## config.mk

```make
export PLATFORM = sky130hd
export DESIGN_NAME = multicycle_controller_flat
export DESIGN_NICKNAME = d
export VERILOG_FILES = /design/src/rtl/multicycle_controller_if.sv /design/src/rtl/multicycle_controller.sv /design/src/flat_wrapper.sv
export SDC_FILE = /design/constraint.sdc
export NUM_CORES = 1
export LEC_CHECK = 0
export BUFFER_PORTS_ARGS = -buffer_cell sky130_fd_sc_hd__buf_2
export CORE_MARGIN = 3
export CORE_UTILIZATION = 47
export CTS_CLUSTER_SIZE = 8
export DETAILED_ROUTE_END_ITERATION = 10
export PLACE_DENSITY = 0.76
export SLEW_MARGIN = 40
export SYNTH_ARGS = -nofsm -noshare
export SYNTH_HDL_FRONTEND = slang
export SYNTH_SLANG_ARGS = --single-unit
```

## constraint.sdc

```tcl
create_clock -name clk -period 2.3 [get_ports clk]
set_clock_uncertainty 0.05 [all_clocks]
set_input_delay 0.23 -clock clk [delete_from_list [all_inputs] [get_ports clk]]
set_output_delay 0.23 -clock clk [all_outputs]
set_load 0.01 [all_outputs]
```

## src/rtl/multicycle_controller_if.sv

```systemverilog
// Control bus between the multicycle MIPS controller (master) and the datapath (slave).
// The master drives every control strobe and select; the slave returns the instruction fields.
interface multicycle_controller_if;
  logic [5:0] opcode;
  logic [5:0] funct;
  logic       mem_to_reg;
  logic       reg_dest;
  logic       i_or_d;
  logic       alu_src_a;
  logic       ir_write;
  logic       mem_write;
  logic       pc_write;
  logic       branch;
  logic       reg_write;
  logic [1:0] alu_src_b;
  logic [1:0] pc_src;
  logic [2:0] alu_control;
  logic [3:0] state;

  modport master (
    input  opcode, funct,
    output mem_to_reg, reg_dest, i_or_d, alu_src_a, ir_write, mem_write,
           pc_write, branch, reg_write, alu_src_b, pc_src, alu_control, state
  );

  modport slave (
    output opcode, funct,
    input  mem_to_reg, reg_dest, i_or_d, alu_src_a, ir_write, mem_write,
           pc_write, branch, reg_write, alu_src_b, pc_src, alu_control, state
  );
endinterface

```

## src/rtl/multicycle_controller.sv

```systemverilog
// Moore control FSM for the multicycle MIPS datapath with a configurable fetch wait counter.
// Define MULTICYCLE_ADDI_EN to add the addi instruction (states ADDIEXEC/ADDIWB).
module multicycle_controller #(
  parameter int unsigned FETCH_WAIT = 0
) (
  input  logic                    clk,
  input  logic                    reset,
  multicycle_controller_if.master bus
);

  typedef enum logic [3:0] {
    FETCH    = 4'd0,
    DECODE   = 4'd1,
    MEMADR   = 4'd2,
    MEMREAD  = 4'd3,
    MEMWB    = 4'd4,
    MEMWRITE = 4'd5,
    EXECUTE  = 4'd6,
    ALUWB    = 4'd7,
    BRANCH   = 4'd8,
`ifdef MULTICYCLE_ADDI_EN
    ADDIEXEC = 4'd9,
    ADDIWB   = 4'd10,
`endif
    JUMP     = 4'd11
  } state_e;

  typedef struct packed {
    logic       mem_to_reg;
    logic       reg_dest;
    logic       i_or_d;
    logic       alu_src_a;
    logic       ir_write;
    logic       mem_write;
    logic       pc_write;
    logic       branch;
    logic       reg_write;
    logic [1:0] alu_src_b;
    logic [1:0] pc_src;
    logic [2:0] alu_control;
  } ctrl_t;

  localparam logic [5:0] OP_RTYPE = 6'b000000;
  localparam logic [5:0] OP_LW    = 6'b100011;
  localparam logic [5:0] OP_SW    = 6'b101011;
  localparam logic [5:0] OP_BEQ   = 6'b000100;
  localparam logic [5:0] OP_J     = 6'b000010;
`ifdef MULTICYCLE_ADDI_EN
  localparam logic [5:0] OP_ADDI  = 6'b001000;
`endif

  localparam logic [2:0] ALU_ADD = 3'b010;
  localparam logic [2:0] ALU_SUB = 3'b110;
  localparam logic [2:0] ALU_AND = 3'b000;
  localparam logic [2:0] ALU_OR  = 3'b001;
  localparam logic [2:0] ALU_SLT = 3'b111;

  localparam logic [2:0] WAIT_LAST = 3'(FETCH_WAIT);

  state_e     state_q, state_d;
  logic [2:0] cnt_q, cnt_d;
  ctrl_t      ctrl_q;

  function automatic logic [2:0] funct_alu(input logic [5:0] f);
    case (f)
      6'b100010: return ALU_SUB;
      6'b100100: return ALU_AND;
      6'b100101: return ALU_OR;
      6'b101010: return ALU_SLT;
      default:   return ALU_ADD;
    endcase
  endfunction

  function automatic ctrl_t ctrl_for(input state_e s, input logic [2:0] c, input logic [5:0] f);
    ctrl_t o;
    o             = '0;
    o.alu_control = ALU_ADD;
    case (s)
      FETCH: begin
        o.alu_src_b = 2'b01;
        o.ir_write  = (c == WAIT_LAST);
        o.pc_write  = (c == WAIT_LAST);
      end
      DECODE:   o.alu_src_b = 2'b11;
      MEMADR:   begin o.alu_src_a = 1'b1; o.alu_src_b = 2'b10; end
      MEMREAD:  o.i_or_d = 1'b1;
      MEMWB:    begin o.mem_to_reg = 1'b1; o.reg_write = 1'b1; end
      MEMWRITE: begin o.i_or_d = 1'b1; o.mem_write = 1'b1; end
      EXECUTE:  begin o.alu_src_a = 1'b1; o.alu_control = funct_alu(f); end
      ALUWB:    begin o.reg_dest = 1'b1; o.reg_write = 1'b1; o.alu_control = funct_alu(f); end
      BRANCH: begin
        o.alu_src_a   = 1'b1;
        o.alu_control = ALU_SUB;
        o.pc_src      = 2'b01;
        o.branch      = 1'b1;
      end
`ifdef MULTICYCLE_ADDI_EN
      ADDIEXEC: begin o.alu_src_a = 1'b1; o.alu_src_b = 2'b10; end
      ADDIWB:   o.reg_write = 1'b1;
`endif
      JUMP:     begin o.pc_src = 2'b10; o.pc_write = 1'b1; end
      default:  ;
    endcase
    return o;
  endfunction

  // NOTE: every variable assigned here gets a default first so no latch is inferred.
  always_comb begin
    state_d = FETCH;
    cnt_d   = '0;
    case (state_q)
      FETCH: begin
        if (cnt_q == WAIT_LAST) begin
          state_d = DECODE;
        end else begin
          state_d = FETCH;
          cnt_d   = cnt_q + 3'd1;
        end
      end
      DECODE: begin
        case (bus.opcode)
          OP_LW, OP_SW: state_d = MEMADR;
          OP_RTYPE:     state_d = EXECUTE;
          OP_BEQ:       state_d = BRANCH;
          OP_J:         state_d = JUMP;
`ifdef MULTICYCLE_ADDI_EN
          OP_ADDI:      state_d = ADDIEXEC;
`endif
          default:      state_d = FETCH;
        endcase
      end
      MEMADR:   state_d = (bus.opcode == OP_SW) ? MEMWRITE : MEMREAD;
      MEMREAD:  state_d = MEMWB;
      EXECUTE:  state_d = ALUWB;
`ifdef MULTICYCLE_ADDI_EN
      ADDIEXEC: state_d = ADDIWB;
`endif
      default:  state_d = FETCH;
    endcase
  end

  // NOTE: outputs are registered by decoding the *next* state and counter, so they line up
  // with state_q in the same cycle while staying glitch-free; sequential state uses <= only.
  always_ff @(posedge clk) begin
    if (reset) begin
      state_q <= FETCH;
      cnt_q   <= '0;
      ctrl_q  <= ctrl_for(FETCH, 3'd0, bus.funct);
    end else begin
      state_q <= state_d;
      cnt_q   <= cnt_d;
      ctrl_q  <= ctrl_for(state_d, cnt_d, bus.funct);
    end
  end

  assign bus.mem_to_reg  = ctrl_q.mem_to_reg;
  assign bus.reg_dest    = ctrl_q.reg_dest;
  assign bus.i_or_d      = ctrl_q.i_or_d;
  assign bus.alu_src_a   = ctrl_q.alu_src_a;
  assign bus.ir_write    = ctrl_q.ir_write;
  assign bus.mem_write   = ctrl_q.mem_write;
  assign bus.pc_write    = ctrl_q.pc_write;
  assign bus.branch      = ctrl_q.branch;
  assign bus.reg_write   = ctrl_q.reg_write;
  assign bus.alu_src_b   = ctrl_q.alu_src_b;
  assign bus.pc_src      = ctrl_q.pc_src;
  assign bus.alu_control = ctrl_q.alu_control;
  assign bus.state       = state_q;

endmodule

```

## src/flat_wrapper.sv

```systemverilog
// flat-port wrapper written by rule: the top's interface ports become plain ports
module multicycle_controller_flat 
#(
  parameter int unsigned FETCH_WAIT = 0
)
  (clk, reset, bus_opcode, bus_funct, bus_mem_to_reg, bus_reg_dest, bus_i_or_d, bus_alu_src_a, bus_ir_write, bus_mem_write, bus_pc_write, bus_branch, bus_reg_write, bus_alu_src_b, bus_pc_src, bus_alu_control, bus_state);
  multicycle_controller_if bus_i ();
  input  logic clk;
  input  logic reset;
  input wire logic [$bits(bus_i.opcode)-1:0] bus_opcode;
  input wire logic [$bits(bus_i.funct)-1:0] bus_funct;
  output wire logic [$bits(bus_i.mem_to_reg)-1:0] bus_mem_to_reg;
  output wire logic [$bits(bus_i.reg_dest)-1:0] bus_reg_dest;
  output wire logic [$bits(bus_i.i_or_d)-1:0] bus_i_or_d;
  output wire logic [$bits(bus_i.alu_src_a)-1:0] bus_alu_src_a;
  output wire logic [$bits(bus_i.ir_write)-1:0] bus_ir_write;
  output wire logic [$bits(bus_i.mem_write)-1:0] bus_mem_write;
  output wire logic [$bits(bus_i.pc_write)-1:0] bus_pc_write;
  output wire logic [$bits(bus_i.branch)-1:0] bus_branch;
  output wire logic [$bits(bus_i.reg_write)-1:0] bus_reg_write;
  output wire logic [$bits(bus_i.alu_src_b)-1:0] bus_alu_src_b;
  output wire logic [$bits(bus_i.pc_src)-1:0] bus_pc_src;
  output wire logic [$bits(bus_i.alu_control)-1:0] bus_alu_control;
  output wire logic [$bits(bus_i.state)-1:0] bus_state;
  assign bus_i.opcode = bus_opcode;
  assign bus_i.funct = bus_funct;
  assign bus_mem_to_reg = bus_i.mem_to_reg;
  assign bus_reg_dest = bus_i.reg_dest;
  assign bus_i_or_d = bus_i.i_or_d;
  assign bus_alu_src_a = bus_i.alu_src_a;
  assign bus_ir_write = bus_i.ir_write;
  assign bus_mem_write = bus_i.mem_write;
  assign bus_pc_write = bus_i.pc_write;
  assign bus_branch = bus_i.branch;
  assign bus_reg_write = bus_i.reg_write;
  assign bus_alu_src_b = bus_i.alu_src_b;
  assign bus_pc_src = bus_i.pc_src;
  assign bus_alu_control = bus_i.alu_control;
  assign bus_state = bus_i.state;
  multicycle_controller #(.FETCH_WAIT(FETCH_WAIT)) u_core (.clk(clk), .reset(reset), .bus(bus_i));
endmodule
```

==> results.sh <==
export IMPL_power_density_mw_per_mm2=566
export IMPL_dpl_hpwl_mm=1.62
export IMPL_setup_tns_ns=0
export IMPL_drtIter0Drc=13
export IMPL_antenna_found_initial=0
export IMPL_drc=0
export IMPL_rrSetupSlack_ns=0.19
export IMPL_critPathCaptureType="flip-flop"
export IMPL_ios=34
export IMPL_r2r_end="u_core.bus.alu_control[2]"
export IMPL_holdWs_ns=0.113
export IMPL_hold_path_class="input port to flip-flop"
export IMPL_mappedNetlistArea_um2=951
export IMPL_die_h_um=51.0
export IMPL_required_ns=2.49
export IMPL_path_class="flip-flop to flip-flop"
export IMPL_clkLatencyLatePin_ns=0.30
export IMPL_cts_setup_buffers=0
export IMPL_cts_clk_slew_worst_paths_ns=0.13
export IMPL_r2r_worst_path_cells=5
export IMPL_yosysSeqAreaShare_pct=48.4
export IMPL_stdcell_count=163
export IMPL_fin_crit_sh_pct=91.7
export IMPL_p_sw_share_pct=24.2
export IMPL_async_flop_share_pct=0
export IMPL_clk_path_buf_depth=2
export IMPL_grt_pass1_vias=765
export IMPL_dp_cells=159
export IMPL_synth_edf_count=0
export IMPL_fmax_mhz=474
export IMPL_core_area_mm2=0.00182
export IMPL_grt_max_degree=14
export IMPL_slew_headroom_pct=71.0
export IMPL_cts_root_buf="clkbuf_4"
export IMPL_syn_area_per_cell_um2=9.51
export IMPL_grt_total_usage_pct=16.5
export IMPL_nets=155
export IMPL_detail_route_wl_per_cell_um=12.2
export IMPL_status="complete, no violations"
export IMPL_start_util_pct=52.2
export IMPL_min_period_ns=2.11
export IMPL_yosysWarnings=0
export IMPL_switchingPower_w=0.000162
export IMPL_fillCellCount=159
export IMPL_ys_flop_type="dfxtp_1"
export IMPL_final_common_cell="buf_2"
export IMPL_rows=15
export IMPL_leakagePower_nw=0.531
export IMPL_totalWireLength_mm=2.00
export IMPL_grt_pass1_wl_mm=3.22
export IMPL_dr_total_vias=842
export IMPL_die_width_um=51.0
export IMPL_cp_arrival_ns=2.30
export IMPL_setup_viol=0
export IMPL_multi_input_area_um2=453
export IMPL_hold_buffers=0
export IMPL_drv_slew=0
export IMPL_layout_drive_gt1_share_pct=31.9
export IMPL_start_kind="flip-flop"
export IMPL_tightest_slew_ns=0.434
export IMPL_final_antenna_net_count=0
export IMPL_tritoncts="yes"
export IMPL_synth_cell_type_count=33
export IMPL_final_cell_mix="buf_2, dfxtp_1, nor2_1"
export IMPL_io_buffers=33
export IMPL_register_area_um2=460
export IMPL_largest_reg_flops=4
export IMPL_ys_ff_latch=23
export IMPL_firstDrtPassIters=4
export IMPL_pwr_share_clk_pct=26.9
export IMPL_netlist_instances=100
export IMPL_cts_max_level=1
export IMPL_rsz0062_at_grt="false"
export IMPL_power_internal_w=0.000506
export IMPL_power_frac_seq_pct=61.5
export IMPL_syn_num_nets=116
export IMPL_area_growth_syn_to_layout_pct=23.9
export IMPL_cts_resized=0
export IMPL_hp_start="reset"
export IMPL_crit_fanout=8
export IMPL_p_total_w=0.000668
export IMPL_hold_path_end="u_core.bus.state[1]"
export IMPL_gp_congestion=0.813
export IMPL_cts_sinks=23
export IMPL_die_area_mm2=0.00260
export IMPL_ir_drop_v=0.000372
export IMPL_finalHoldViolations=0
export IMPL_gr_total_overflow=0
export IMPL_diodes=0
export IMPL_max_cap_violations=0
export IMPL_cts_inserted_buffers=3
export IMPL_combPwrFrac_pct=11.6
export IMPL_vias_per_cell=5.17
export IMPL_r2r_start="u_core.bus.state[2]"
export IMPL_holdPathStages=2
## layout make-up
cell class	count	area share, %
Clock inverter	1	0.425
Clock buffer	3	1.91
Timing Repair Buffer	35	15.3
Multi-Input combinational cell	69	38.4
Inverter	7	2.23
Sequential cell	23	39.1
Tap cell	25	2.65
## worst max path at each step
stage                              from                        end  slack [ns]  cells after the start
finish              u_core.bus.state[2]  u_core.bus.alu_control[2]        0.19                      5
global route        u_core.bus.state[2]  u_core.bus.alu_control[1]        0.11                      6
CTS                 u_core.bus.state[2]  u_core.bus.alu_control[2]        0.21                      5
detailed placement  u_core.bus.state[2]  u_core.bus.alu_control[2]        0.25                      5
global placement    u_core.bus.state[2]  u_core.bus.alu_control[2]        0.28                      5
floorplan           u_core.bus.state[1]  u_core.bus.alu_control[2]        0.31                      6
## critical path, cell delays in order, from the launching register on
cell and delay [ns]:
dfxtp_1 0.40, or4b_4 0.59, nor3_4 0.16, a32oi_2 0.13
or4_1 0.55, a21oi_1 0.15
## routing by layer
metal / share of wire [%] / global-route usage, % / up-vias
met5: 0 / 0 / -
met4: 0.65 / 4.93 / 0
met3: 7.6 / 5.25 / 2
met2: 52 / 30.9 / 30
met1: 40 / 17.3 / 376
li1: - / - / 434
## stage by stage
step	util [%]	cell area, um^2	setup WS, ns
3_5_place_dp	63.2	1150	0.249
4_1_cts	64.7	1180	0.211
3_3_place_gp	63.2	1150	0.276
2_1_floorplan	-	951	0.308
6_report	64.7	1180	0.191
5_1_grt	64.7	1180	0.112
## Yosys cell counts (2+ instances only)
cell type  instances  area share, %
o21ai_0            3            1.6
ha_1               2            2.6
and3_1             3            2.0
nor3_1             2            1.1
nor4b_1            2            1.8
nor2_1            14            5.5
dfxtp_1           23             48
nor3b_1            3            2.4
nand4_1            4            2.6
nand3_1            2            1.1
inv_1              7            2.8
nand2b_1           3            2.0
a21oi_1            3            1.6
xnor2_1            4            3.7
nand2_1            7            2.8
## logic make-up after synthesis
logic type | share of synthesized area, %
compound gates | 10.9
buf+inv | 3.95
simple gates | 30.4
flops | 48.4
fa+ha+maj | 2.63
xor+xnor | 3.68
## power by group through the flow
stage	clock network [W]	logic [W]	registers [W]
floorplan	0	0.0000383	0.000424
global placement	0	0.0000737	0.000420
detailed placement	0	0.0000766	0.000420
CTS	0.000184	0.0000771	0.000411
global route	0.000207	0.0000847	0.000412
finish	0.000180	0.0000773	0.000411
(Power assumes the default switching activity.)
